==> src/rtl/host_rx_reader_if.sv <==
// host_rx_reader_if: FIFO read port and host-facing word stream of the host RX reader.
// master = reader side (pops FIFO, drives stream), slave = FIFO/host side.
// Purely structural; no logic lives here.
interface host_rx_reader_if #(
  parameter int WIDTH = 77
);
  logic             fifo_empty;
  logic             fifo_rd_en;
  logic [WIDTH-1:0] fifo_dout;
  logic             m_valid;
  logic             m_ready;
  logic [63:0]      m_data;
  logic [7:0]       m_keep;
  logic             m_sop;
  logic             m_eop;
  logic             m_err;

  modport master (
    input  fifo_empty, fifo_dout, m_ready,
    output fifo_rd_en, m_valid, m_data, m_keep, m_sop, m_eop, m_err
  );

  modport slave (
    output fifo_empty, fifo_dout, m_ready,
    input  fifo_rd_en, m_valid, m_data, m_keep, m_sop, m_eop, m_err
  );
endinterface

==> src/rtl/host_rx_reader.sv <==
// host_rx_reader: pops the host-side CDC FIFO, validates sop/eop/keep/error framing, forwards words.
// Latency: fifo_rd_en in cycle N -> word captured end of N+1 -> m_valid in N+2; 1 word/cycle sustained.
// Backpressure: 2-entry output buffer with read credits; optional HOST_RX_STATS_EN adds frame/drop counters.
module host_rx_reader #(
  parameter int WIDTH = 77
`ifdef HOST_RX_STATS_EN
  ,
  parameter int CNT_W = 32
`endif
) (
  input  logic             clk_host,
  input  logic             rst,
  host_rx_reader_if.master bus,
  output logic             proto_err
`ifdef HOST_RX_STATS_EN
  ,
  output logic [CNT_W-1:0] frame_cnt,
  output logic [CNT_W-1:0] drop_cnt
`endif
);

  typedef enum logic {IDLE = 1'b0, IN_FRAME = 1'b1} state_t;

  typedef struct packed {
    logic [63:0] data;
    logic [7:0]  keep;
    logic        sop;
    logic        eop;
    logic        err;
  } ent_t;

  state_t           state_q, state_d;
  logic             inflight_q;
  logic [1:0]       count_q;
  ent_t             head_q, tail_q;
  ent_t             new_ent;
  logic [WIDTH-1:0] word;
  logic             w_sop, w_eop;
  logic [2:0]       w_code;
  logic [7:0]       w_keep;
  logic             store, drop, trunc, word_err;
  logic             pop;
  logic [2:0]       occ;

  assign word   = bus.fifo_dout;
  assign w_sop  = word[76];
  assign w_eop  = word[75];
  assign w_code = word[74:72];
  assign w_keep = word[71:64];

  // Credit check counts a word leaving the buffer this cycle as a returned slot,
  // so a steady stream keeps one word buffered and one in flight without bubbles.
  assign pop            = bus.m_valid & bus.m_ready;
  assign occ            = {1'b0, count_q} + {2'b00, inflight_q} - {2'b00, pop};
  assign bus.fifo_rd_en = ~bus.fifo_empty & (occ < 3'd2);

  // Track the pop issued last cycle: its word is on fifo_dout now.
  always_ff @(posedge clk_host or posedge rst) begin
    if (rst) inflight_q <= 1'b0;
    else     inflight_q <= bus.fifo_rd_en;
  end

  // Frame FSM state register.
  always_ff @(posedge clk_host or posedge rst) begin
    if (rst) state_q <= IDLE;
    else     state_q <= state_d;
  end

  // Next state: any stored word (sop in IDLE, anything in a frame) lets eop decide.
  always_comb begin
    state_d = state_q;
    if (inflight_q && (state_q == IN_FRAME || w_sop)) begin
      state_d = w_eop ? IDLE : IN_FRAME;
    end
  end

  // Per-word decode: keep or discard, and whether the forwarded word carries an error.
  always_comb begin
    store    = 1'b0;
    drop     = 1'b0;
    trunc    = 1'b0;
    word_err = 1'b0;
    if (inflight_q) begin
      store    = w_sop | (state_q == IN_FRAME);
      drop     = ~store;
      trunc    = w_sop & (state_q == IN_FRAME);
      word_err = trunc | (w_code != 3'd0) | (~w_eop & (w_keep != 8'hFF)) |
                 (w_eop & (w_keep == 8'h00));
    end
  end

  assign new_ent = {word[63:0], w_keep, w_sop, w_eop, word_err};

  // Two-slot output buffer; head register drives the stream directly.
  always_ff @(posedge clk_host or posedge rst) begin
    if (rst) begin
      count_q <= 2'd0;
      head_q  <= '0;
      tail_q  <= '0;
    end else begin
      case ({store, pop})
        2'b10: begin
          if (count_q == 2'd0) head_q <= new_ent;
          else                 tail_q <= new_ent;
          count_q <= count_q + 2'd1;
        end
        2'b01: begin
          head_q  <= tail_q;
          count_q <= count_q - 2'd1;
        end
        2'b11: begin
          if (count_q == 2'd1) begin
            head_q <= new_ent;
          end else begin
            head_q <= tail_q;
            tail_q <= new_ent;
          end
        end
        default: ;
      endcase
    end
  end

  assign bus.m_valid = (count_q != 2'd0);
  assign bus.m_data  = head_q.data;
  assign bus.m_keep  = head_q.keep;
  assign bus.m_sop   = head_q.sop;
  assign bus.m_eop   = head_q.eop;
  assign bus.m_err   = head_q.err;

  // One pulse per discarded word or forwarded word carrying an error.
  always_ff @(posedge clk_host or posedge rst) begin
    if (rst) proto_err <= 1'b0;
    else     proto_err <= drop | (store & word_err);
  end

`ifdef HOST_RX_STATS_EN
  // Saturating statistics: completed frames and discarded words.
  always_ff @(posedge clk_host or posedge rst) begin
    if (rst) begin
      frame_cnt <= '0;
      drop_cnt  <= '0;
    end else begin
      if (store && w_eop && (frame_cnt != {CNT_W{1'b1}})) frame_cnt <= frame_cnt + 1'b1;
      if (drop && (drop_cnt != {CNT_W{1'b1}}))            drop_cnt  <= drop_cnt + 1'b1;
    end
  end
`endif

endmodule

==> src/flat_wrapper.sv <==
// flat-port wrapper written by rule: the top's interface ports become plain ports
module host_rx_reader_flat 
#(
  parameter int WIDTH = 77

)
  (clk_host, rst, proto_err, bus_fifo_empty, bus_fifo_dout, bus_m_ready, bus_fifo_rd_en, bus_m_valid, bus_m_data, bus_m_keep, bus_m_sop, bus_m_eop, bus_m_err);
  host_rx_reader_if #(.WIDTH(WIDTH)) bus_i ();
  input  logic clk_host;
  input  logic rst;
  output logic proto_err;
  input wire logic [$bits(bus_i.fifo_empty)-1:0] bus_fifo_empty;
  input wire logic [$bits(bus_i.fifo_dout)-1:0] bus_fifo_dout;
  input wire logic [$bits(bus_i.m_ready)-1:0] bus_m_ready;
  output wire logic [$bits(bus_i.fifo_rd_en)-1:0] bus_fifo_rd_en;
  output wire logic [$bits(bus_i.m_valid)-1:0] bus_m_valid;
  output wire logic [$bits(bus_i.m_data)-1:0] bus_m_data;
  output wire logic [$bits(bus_i.m_keep)-1:0] bus_m_keep;
  output wire logic [$bits(bus_i.m_sop)-1:0] bus_m_sop;
  output wire logic [$bits(bus_i.m_eop)-1:0] bus_m_eop;
  output wire logic [$bits(bus_i.m_err)-1:0] bus_m_err;
  assign bus_i.fifo_empty = bus_fifo_empty;
  assign bus_i.fifo_dout = bus_fifo_dout;
  assign bus_i.m_ready = bus_m_ready;
  assign bus_fifo_rd_en = bus_i.fifo_rd_en;
  assign bus_m_valid = bus_i.m_valid;
  assign bus_m_data = bus_i.m_data;
  assign bus_m_keep = bus_i.m_keep;
  assign bus_m_sop = bus_i.m_sop;
  assign bus_m_eop = bus_i.m_eop;
  assign bus_m_err = bus_i.m_err;
  host_rx_reader #(.WIDTH(WIDTH)) u_core (.clk_host(clk_host), .rst(rst), .bus(bus_i), .proto_err(proto_err));
endmodule
==> config.mk <==
export PLATFORM = sky130hd
export DESIGN_NAME = host_rx_reader_flat
export DESIGN_NICKNAME = d
export VERILOG_FILES = /design/src/rtl/host_rx_reader_if.sv /design/src/rtl/host_rx_reader.sv /design/src/flat_wrapper.sv
export SDC_FILE = /design/constraint.sdc
export NUM_CORES = 1
export LEC_CHECK = 0
export CORE_UTILIZATION = 45
export DETAILED_ROUTE_END_ITERATION = 12
export HOLD_SLACK_MARGIN = 0.06
export PLACE_DENSITY = 0.74
export SETUP_SLACK_MARGIN = 0.2
export SLEW_MARGIN = 20
export SYNTH_ARGS = -nofsm -noshare
export SYNTH_HDL_FRONTEND = slang
export SYNTH_SLANG_ARGS = --single-unit
==> constraint.sdc <==
create_clock -name clk_host -period 8.3 [get_ports clk_host]
set_input_delay 2.49 -clock clk_host [delete_from_list [all_inputs] [get_ports clk_host]]
set_output_delay 2.49 -clock clk_host [all_outputs]
set_load 0.005 [all_outputs]
==> results of run 1 <==
cells by family (layout without fill, tap and decap cells):
group           after synthesis  after routing  synth area share [%]
flops                       155            155                  59.3
buf+inv                      48            204                  4.40
simple gates                 91             91                  5.78
xor+xnor                      3              3                 0.402
compound gates              162            162                  15.9
mux                          74             74                  12.7
fa+ha+maj                     7              7                  1.45
sequential cells by signal (all words and copies together), names as in the netlist:
signal	count
u_core.inflight_q	1
u_core.state_q	1
u_core.bus.m_data	64
u_core.tail_q	75
u_core.bus.m_keep	8
u_core.proto_err	1
u_core.bus.m_eop	1
u_core.count_q	2
u_core.bus.m_sop	1
u_core.bus.m_err	1
how the worst min path moves through the flow:
| stage | cells past startpoint | start | slack (ns) | to |
|---|---|---|---|---|
| finish | 2 | u_core.bus.m_data[6] | 0.48 | u_core.bus.m_data[6] |
| global route | 2 | u_core.bus.m_data[19] | 0.50 | u_core.bus.m_data[19] |
| CTS | 2 | u_core.bus.m_data[20] | 0.49 | u_core.bus.m_data[20] |
| detailed placement | 2 | u_core.bus.m_data[20] | 0.47 | u_core.bus.m_data[20] |
| global placement | 2 | u_core.bus.m_data[19] | 0.46 | u_core.bus.m_data[19] |
| floorplan | 2 | u_core.bus.m_data[19] | 0.47 | u_core.bus.m_data[19] |
critical path: stages:
cell and delay [ns]:
clkdlybuf4s50_1 0.50, nand2b_4 0.07, inv_2 0.13, ha_1 0.24, nand2b_1 0.15, fa_1 0.37
xor2_1 0.17, nor3b_1 0.26, clkdlybuf4s50_1 0.55
power by group:
part	internal (mW)	switching (mW)	total, mW
Clock	0.450	0.287	0.737
Combinational	0.645	0.479	1.12
Sequential	1.11	0.190	1.30
through the flow:
step | util (%) | power (mW) | cells | hold slack [ns]
2_1_floorplan | - | 1.95 | 540 | 0.473
3_3_place_gp | 58.0 | 2.39 | 843 | 0.461
3_5_place_dp | 58.0 | 2.44 | 843 | 0.472
4_1_cts | 62.0 | 3.19 | 875 | 0.485
5_1_grt | 62.2 | 3.37 | 876 | 0.500
6_report | 62.2 | 3.16 | 876 | 0.476
metal layers:
| metal | vias to the layer above | part of all wire [%] | track usage, % |
|---|---|---|---|
| li1 | 2225 | - | - |
| met1 | 2292 | 44 | 26.1 |
| met2 | 147 | 47 | 30.0 |
| met3 | 15 | 7.6 | 6.23 |
| met4 | 0 | 1.3 | 7.77 |
| met5 | - | 0 | 0 |
cell usage after synthesis (2+ instances only):
| library cell | number | area (um2) |
|---|---|---|
| o21ai_0 | 51 | 255 |
| ha_1 | 6 | 75.1 |
| xnor2_1 | 2 | 17.5 |
| o21a_1 | 2 | 15.0 |
| buf_6 | 8 | 90.1 |
| a22oi_1 | 74 | 556 |
| inv_2 | 2 | 7.51 |
| dfrtp_1 | 155 | 3880 |
| inv_1 | 6 | 22.5 |
| o21ai_1 | 25 | 125 |
| nand2_1 | 79 | 297 |
| nor2b_1 | 2 | 12.5 |
| clkbuf_1 | 6 | 22.5 |
| buf_2 | 19 | 95.1 |
| nand4_1 | 2 | 12.5 |
| mux2_2 | 74 | 833 |
| buf_4 | 6 | 45.0 |
cell type report:
type	count	area (um2)
clock inverter	7	62.6
multi-input combinational	337	2380
sequential	155	3880
clock buffer	25	505
timing repair buffer	164	1640
inverter	8	35.0
fill	1099	5310
tap	180	225
==> results.cfg, run 1 <==
[global_routing]
track_usage_pct = 19.7
grt_overflow = 0
antenna_found_initial = 0
grt_pass1_wl_um = 22400
grt_pass1_vias = 4527
grt_max_degree = 93

[floorplan]
rows = 43
io_pins = 159
start_util_pct = 46.6
core-area_um2 = 14000
die_h_um = 123
die_area_um2 = 15000
die_w_um = 123

[finish]
area_delta_synth_final_pct = 33.5
drive_gt1_share_pct = 17.1
final_area_um2 = 8730
final_common_cell = clkdlybuf4s50_1
num_antenna_cells = 0
final_nets = 771
final_cell_mix = clkdlybuf4s50_1 (158), dfrtp_1 (155), nand2_1 (78), mux2_2 (74), a22oi_1 (74)

[synthesis]
synth_seq_area_share_pct = 59.3
yosys_warnings = 0
async_flop_share_pct = 100
syn_area_per_cell_um2 = 12.1
ys.flop_type = dfrtp_1
syn_nets = 628
synth_seq_cells = 155
syn-instance-count = 540
syn_area_um2 = 6540
ys_types = 38
synth_edf_count = 0

[timing]
tightestPinTransition_ns = 0.887
setup_viol = 0
drv_slew = 0
rsz0062_at_grt = no
slew_headroom_pct = 39.4
fin_crit_sh_pct = 89.7
finalHoldViolations = 0
finClkSkew_ns = 0.00589
fin_ws_ns = 0.858
fmax_mhz = 134
period_needed_ns = 7.44
setup_tns_ns = 0

[drt]
wl_per_cell_um = 16.2
dr.pass1.iters = 4
antenna_left = 0
vias = 4679
wl_um = 14200
drt_iter0_drc = 327
via_per_inst = 5.34
drc = 0

[cts]
post_cts_buffers = 0
clk_latency_ns = 0.41
clock_sinks = 155
cts_hold_buf = 0
htree_levels = 4
cts_root_buf = clkbuf_16
cts-buffers-inserted = 17
cts_resized = 0
clkTransAtPathRegs_ns = 0.06
clk_path_buf_depth = 2
cts_tree = done

[place]
place_area_um2 = 8140
hpwl_um = 8960
numPortBuffers = 158
gp_congestion = 0.752
place_ws_ns = 0.866

[power]
p_leak_nw = 3.65
p_per_area_nw_per_um2 = 362
peakVddDrop_mv = 0.187

[critical_path]
startpoint_type = primary input
r2r-end = u_core.bus.m_keep[3]
cp-startpoint = bus_m_ready
reg2reg_depth = 10
r2r_start = u_core.count_q[1]
critPathCapture = bus_fifo_rd_en
cp_max_fo = 6
cp-end-kind = primary output
r2r_slack_ns = 5.26
worst-setup-path-type = in -> out
cp.arrival_ns = 4.95
cp.required_ns = 5.81

[worst_hold_path]
min_path_type = reg -> reg

[flow_run]
drv_cap = 0

[outcome]
status = finished clean
Power figures use the tool's default switching activity.
==> run 2: changes to the inputs <==
--- a/config.mk
+++ b/config.mk
@@ -5,6 +5,7 @@
 export SDC_FILE = /design/constraint.sdc
 export NUM_CORES = 1
 export LEC_CHECK = 0
+export CORE_MARGIN = 3
 export CORE_UTILIZATION = 45
 export DETAILED_ROUTE_END_ITERATION = 12
 export HOLD_SLACK_MARGIN = 0.06
==> constraint.sdc (replaced) <==
create_clock -name clk_host -period 8.3 [get_ports clk_host]
set_input_delay 1.66 -clock clk_host [delete_from_list [all_inputs] [get_ports clk_host]]
set_output_delay 1.66 -clock clk_host [all_outputs]
set_load 0.005 [all_outputs]
==> run 2 against run 1 <==
Core utilization decreased by 0.19 points. Final area fell by 0.30%. Combinational power barely moved. Critical path depth stayed put. First-iteration DRC count down 9.8%. Worst setup slack improved by 1.6 ns. Non-clock buffer count fell by 1. Largest power group unchanged.
==> results.cfg, run 2 (synthesis gave the netlist of run 1 again) <==
[place]
place_area_um2 = 8140
numPortBuffers = 158
hpwl_um = 9610
gp_congestion = 0.800

[timing]
setup_tns_ns = 0
drv_slew = 0
finalHoldViolations = 0
finClkSkew_ns = 0.00568
fmax_mhz = 170
setup_viol = 0
rsz0062_at_grt = no
tightestPinTransition_ns = 0.979
period_needed_ns = 5.89
slew_headroom_pct = 34.7
fin_crit_sh_pct = 71.0

[finish]
drive_gt1_share_pct = 16.7
fillers = 1110
num_antenna_cells = 0
area_delta_synth_final_pct = 33.1
final_common_cell = clkdlybuf4s50_1
utilization_pct = 62.0
final_area_um2 = 8700
register_area_um2 = 3880
multi_input_area_um2 = 2380
final_cell_mix = clkdlybuf4s50_1 (158), dfrtp_1 (155), nand2_1 (78), mux2_2 (74), a22oi_1 (74)
final_nets = 770
regMostFlops = u_core.tail_q
largest_reg_flops = 75

[critical_path]
r2r_slack_ns = 5.11
cp_max_fo = 6
worst-setup-path-type = in -> out
cpPeakStageDelay_ns = 0.59
crit_buf_inv = 3
cp.arrival_ns = 4.23
cp_cell_sequence = clkdlybuf4s50_1 > nand2b_4 > inv_2 > ha_1 > nand2b_1 > fa_1 > xor2_1 > nor3b_1 > clkdlybuf4s50_1
startpoint_type = primary input
r2r-end = u_core.bus.m_data[41]
worst_path_most_repeated_cell = clkdlybuf4s50_1
cp-end-kind = primary output
slowest_stage = clkdlybuf4s50_1
critPathTopFamily = buffers and inverters
r2r_start = u_core.count_q[1]
cp.required_ns = 6.64
reg2reg_depth = 10

[cts]
post_cts_buffers = 0
clock_sinks = 155
clk_latency_ns = 0.41
cts_root_buf = clkbuf_16
clk_path_buf_depth = 2
clkTransAtPathRegs_ns = 0.06
htree_levels = 4
cts-buffers-inserted = 17
cts_resized = 0
cts_tree = done
cts_hold_buf = 0

[power]
p_per_area_nw_per_um2 = 363
p_leak_nw = 3.64
peakVddDrop_mv = 0.171

[global_routing]
grt_pass1_wl_um = 24000
grt_max_degree = 111
grt_pass1_vias = 4759
antenna_found_initial = 0
grt_overflow = 0
track_usage_pct = 18.7

[floorplan]
die_area_um2 = 16000
io_pins = 159
start_util_pct = 46.6
core-area_um2 = 14000
die_w_um = 127
rows = 43
die_h_um = 127

[drt]
wl_um = 14700
via_per_inst = 5.34
dr.pass1.iters = 5
drt_iter0_drc = 295
wl_per_cell_um = 16.8
drc = 0
antenna_left = 0
vias = 4661

[worst_hold_path]
min_path_cells = 2
min_to = u_core.bus.m_keep[2]
min_path_type = reg -> reg
timing.hold.worst.start = u_core.bus.m_keep[2]

[outcome]
status = finished clean

[flow_run]
drv_cap = 0
==> run 2: changes by cell type in the layout (fill, tap and decap cells not counted) <==
cell,before,now
clkbuf_8,5,1
clkinvlp_4,1,0
clkinv_4,0,1
clkinv_2,5,6
buf_4,5,4
bufinv_16,1,2
==> run 2: worst register-to-register path: stages (launching register included) <==
cell and delay [ns]:
dfrtp_1 0.44, inv_1 0.11, ha_1 0.27, nand2b_4 0.18
inv_2 0.12, ha_1 0.25, nor2b_1 0.16, o21a_2 0.68
buf_4 0.54, a22oi_1 0.14, o21ai_0 0.21
==> run 2: stage by stage <==
stage / power (mW) / std cells / hold slack [ns] / setup slack [ns]
final: 3.16 / 873 / 0.476 / 2.41
after global routing: 3.38 / 873 / 0.504 / 2.20
after CTS: 3.19 / 872 / 0.482 / 2.39
after detailed placement: 2.45 / 842 / 0.470 / 2.41
after global placement: 2.39 / 842 / 0.461 / 2.53
after floorplan: 1.95 / 540 / 0.473 / 2.46
==> run 2: where the power goes <==
group	switching (mW)	internal, mW
clock	0.284	0.444
combinational	0.482	0.644
sequential	0.194	1.11
total	0.961	2.20
==> run 2: cell type report <==
cell class	count	area share, %
Inverter	8	0.402
Clock buffer	21	5.17
Multi-Input combinational cell	337	27.4
Tap cell	180	2.59
Timing Repair Buffer	163	18.7
Sequential cell	155	44.6
Clock inverter	9	1.14
==> run 2: layer usage <==
layer  up-vias  global-route usage [%]  part of all wire (%)
li1       2218                       -                     -
met1      2300                    24.0                    43
met2       131                    30.3                    49
met3        12                    6.69                   7.1
met4         0                    5.11                  0.91
met5         -                       0                     0
==> run 2: worst max path at each step <==
| stage | end | from | slack (ns) | cells past startpoint |
|---|---|---|---|---|
| floorplan | u_core.bus.m_data[0] | rst | 2.46 | 1 |
| global placement | bus_fifo_rd_en | bus_m_ready | 2.53 | 9 |
| detailed placement | bus_fifo_rd_en | bus_m_ready | 2.41 | 9 |
| CTS | bus_fifo_rd_en | bus_m_ready | 2.39 | 9 |
| global route | bus_fifo_rd_en | bus_m_ready | 2.20 | 9 |
| finish | bus_fifo_rd_en | bus_m_ready | 2.41 | 9 |
==> run 3: changes to the inputs <==
--- a/config.mk
+++ b/config.mk
@@ -9,7 +9,7 @@
 export CORE_UTILIZATION = 45
 export DETAILED_ROUTE_END_ITERATION = 12
 export HOLD_SLACK_MARGIN = 0.06
-export PLACE_DENSITY = 0.74
+export PLACE_DENSITY = 0.77
 export SETUP_SLACK_MARGIN = 0.2
 export SLEW_MARGIN = 20
 export SYNTH_ARGS = -nofsm -noshare
==> constraint.sdc (replaced) <==
create_clock -name clk_host -period 5.1 [get_ports clk_host]
set_input_delay 1.02 -clock clk_host [delete_from_list [all_inputs] [get_ports clk_host]]
set_output_delay 1.02 -clock clk_host [all_outputs]
set_load 0.005 [all_outputs]
==> run 3 against run 2 <==
Worst setup slack worse by 1.8 ns. Combinational power is 65% higher. Via count increased by 0.47%. Non-clock buffer count rose by 3. Largest cell class unchanged. Global-route usage up 0.23 points. Clock skew up 0.0018 ns.
==> results.cfg, run 3 (synthesis gave the netlist of run 1 again) <==
[cts]
clkTransAtPathRegs_ns = 0.06
clock_sinks = 155
cts_resized = 0
cts_hold_buf = 0
cts_root_buf = clkbuf_16
cts_tree = done
clk_path_buf_depth = 2
clk_latency_ns = 0.41
htree_levels = 4
cts-buffers-inserted = 17
post_cts_buffers = 0

[timing]
fmax_mhz = 221
fin_crit_sh_pct = 88.8
tightestPinTransition_ns = 0.924
rsz0062_at_grt = no
setup_tns_ns = 0
slew_headroom_pct = 36.8
drv_slew = 0
setup_viol = 0
finalHoldViolations = 0
finClkSkew_ns = 0.00751
period_needed_ns = 4.53
fin_ws_ns = 0.570

[finish]
final_common_cell = clkdlybuf4s50_1
regMostFlops = u_core.tail_q
final_cell_mix = clkdlybuf4s50_1 (158), dfrtp_1 (155), nand2_1 (78), mux2_2 (74), a22oi_1 (74)
final_nets = 773
largest_reg_flops = 75
num_antenna_cells = 0
drive_gt1_share_pct = 17.4
area_delta_synth_final_pct = 34.7

[global_routing]
grt_pass1_vias = 4854
grt_pass1_wl_um = 24200
grt_max_degree = 101
grt_overflow = 0
track_usage_pct = 18.9
antenna_found_initial = 0

[flow_run]
drv_cap = 0

[critical_path]
slowest_stage = clkdlybuf4s50_1
cp.required_ns = 4.08
r2r-end = u_core.bus.m_data[44]
cp_max_fo = 6
r2r_start = u_core.count_q[1]
startpoint_type = primary input
cp-end-kind = primary output
worst-setup-path-type = in -> out
cp.arrival_ns = 3.51
r2r_slack_ns = 2.03
cpPeakStageDelay_ns = 0.56
worst_path_most_repeated_cell = clkdlybuf4s50_1
cp_cell_sequence = clkdlybuf4s50_1 > nand2b_4 > inv_2 > ha_1 > nand2b_1 > fa_1 > xor2_1 > nor3b_1 > clkdlybuf4s50_1
reg2reg_depth = 10

[drt]
wl_per_cell_um = 17.0
drt_iter0_drc = 280
dr.pass1.iters = 4
antenna_left = 0
via_per_inst = 5.34
wl_um = 14900
drc = 0
vias = 4683

[worst_hold_path]
min_path_type = reg -> reg
min_to = u_core.bus.m_data[43]
timing.hold.worst.start = u_core.bus.m_data[43]
min_path_cells = 2

[place]
numPortBuffers = 158
gp_congestion = 0.831
hpwl_um = 9750
place_ws_ns = 0.575

[floorplan]
die_area_um2 = 16000
die_h_um = 127
io_pins = 159
core-area_um2 = 14000
rows = 43
start_util_pct = 46.6
die_w_um = 127

[outcome]
status = finished clean

[power]
p_leak_nw = 3.68
p_per_area_nw_per_um2 = 599
peakVddDrop_mv = 0.307
## run 3: changes by cell type in the layout (fill, tap and decap cells not counted)
cell / delta
buf_12: +1
buf_4: +2
bufinv_16: +1
clkbuf_1: -1
clkbuf_8: +5
clkinv_2: -4
clkinv_4: -1
clkinvlp_4: +2
inv_6: -1
## run 3: per-layer routing
layer,vias up,share of wire [%],GRT usage [%]
met2,142,47,29.6
met4,0,1.5,6.25
met3,16,7.3,6.65
met5,-,0,0
met1,2300,44,24.8
li1,2225,-,-
## run 3: worst max-delay path by stage
stage               depth (start not counted)             end   startpoint
global placement                            9  bus_fifo_rd_en  bus_m_ready
floorplan                                   7  bus_fifo_rd_en  bus_m_ready
CTS                                         9  bus_fifo_rd_en  bus_m_ready
detailed placement                          9  bus_fifo_rd_en  bus_m_ready
finish                                      9  bus_fifo_rd_en  bus_m_ready
global route                                9  bus_fifo_rd_en  bus_m_ready
## run 3: critical path: cells and delay by family
| family | cells | cell delay, ns |
|---|---|---|
| XOR/XNOR | 1 | 0.18 |
| adder cells (fa/ha/maj) | 2 | 0.64 |
| buffers and inverters | 3 | 1.19 |
| AND/OR/NAND/NOR | 3 | 0.47 |
## run 3: through the flow
stage | cell area, um2 | cells | util [%] | total power [mW] | hold WS [ns]
after floorplan | 6540 | 540 | - | 3.17 | 0.473
after global placement | 8170 | 845 | 58.2 | 3.90 | 0.461
after detailed placement | 8170 | 845 | 58.2 | 4.01 | 0.470
after CTS | 8790 | 876 | 62.6 | 5.34 | 0.483
after global routing | 8810 | 877 | 62.8 | 5.63 | 0.506
final | 8810 | 877 | 62.8 | 5.28 | 0.477
## run 3: power by group
| part | internal, mW | total (mW) | switching, mW |
|---|---|---|---|
| Combinational | 1.06 | 1.86 | 0.801 |
| Clock | 0.845 | 1.30 | 0.457 |
| Sequential | 1.81 | 2.12 | 0.310 |
| Total | 3.71 | 5.28 | 1.57 |
## run 3: final cells by class
type / instances / area, um2
Clock inverter: 6 / 108
Clock buffer: 25 / 515
Inverter: 8 / 33.8
Tap cell: 180 / 225
Sequential cell: 155 / 3880
Fill cell: 1077 / 5230
Timing Repair Buffer: 166 / 1670
Multi-Input combinational cell: 337 / 2380
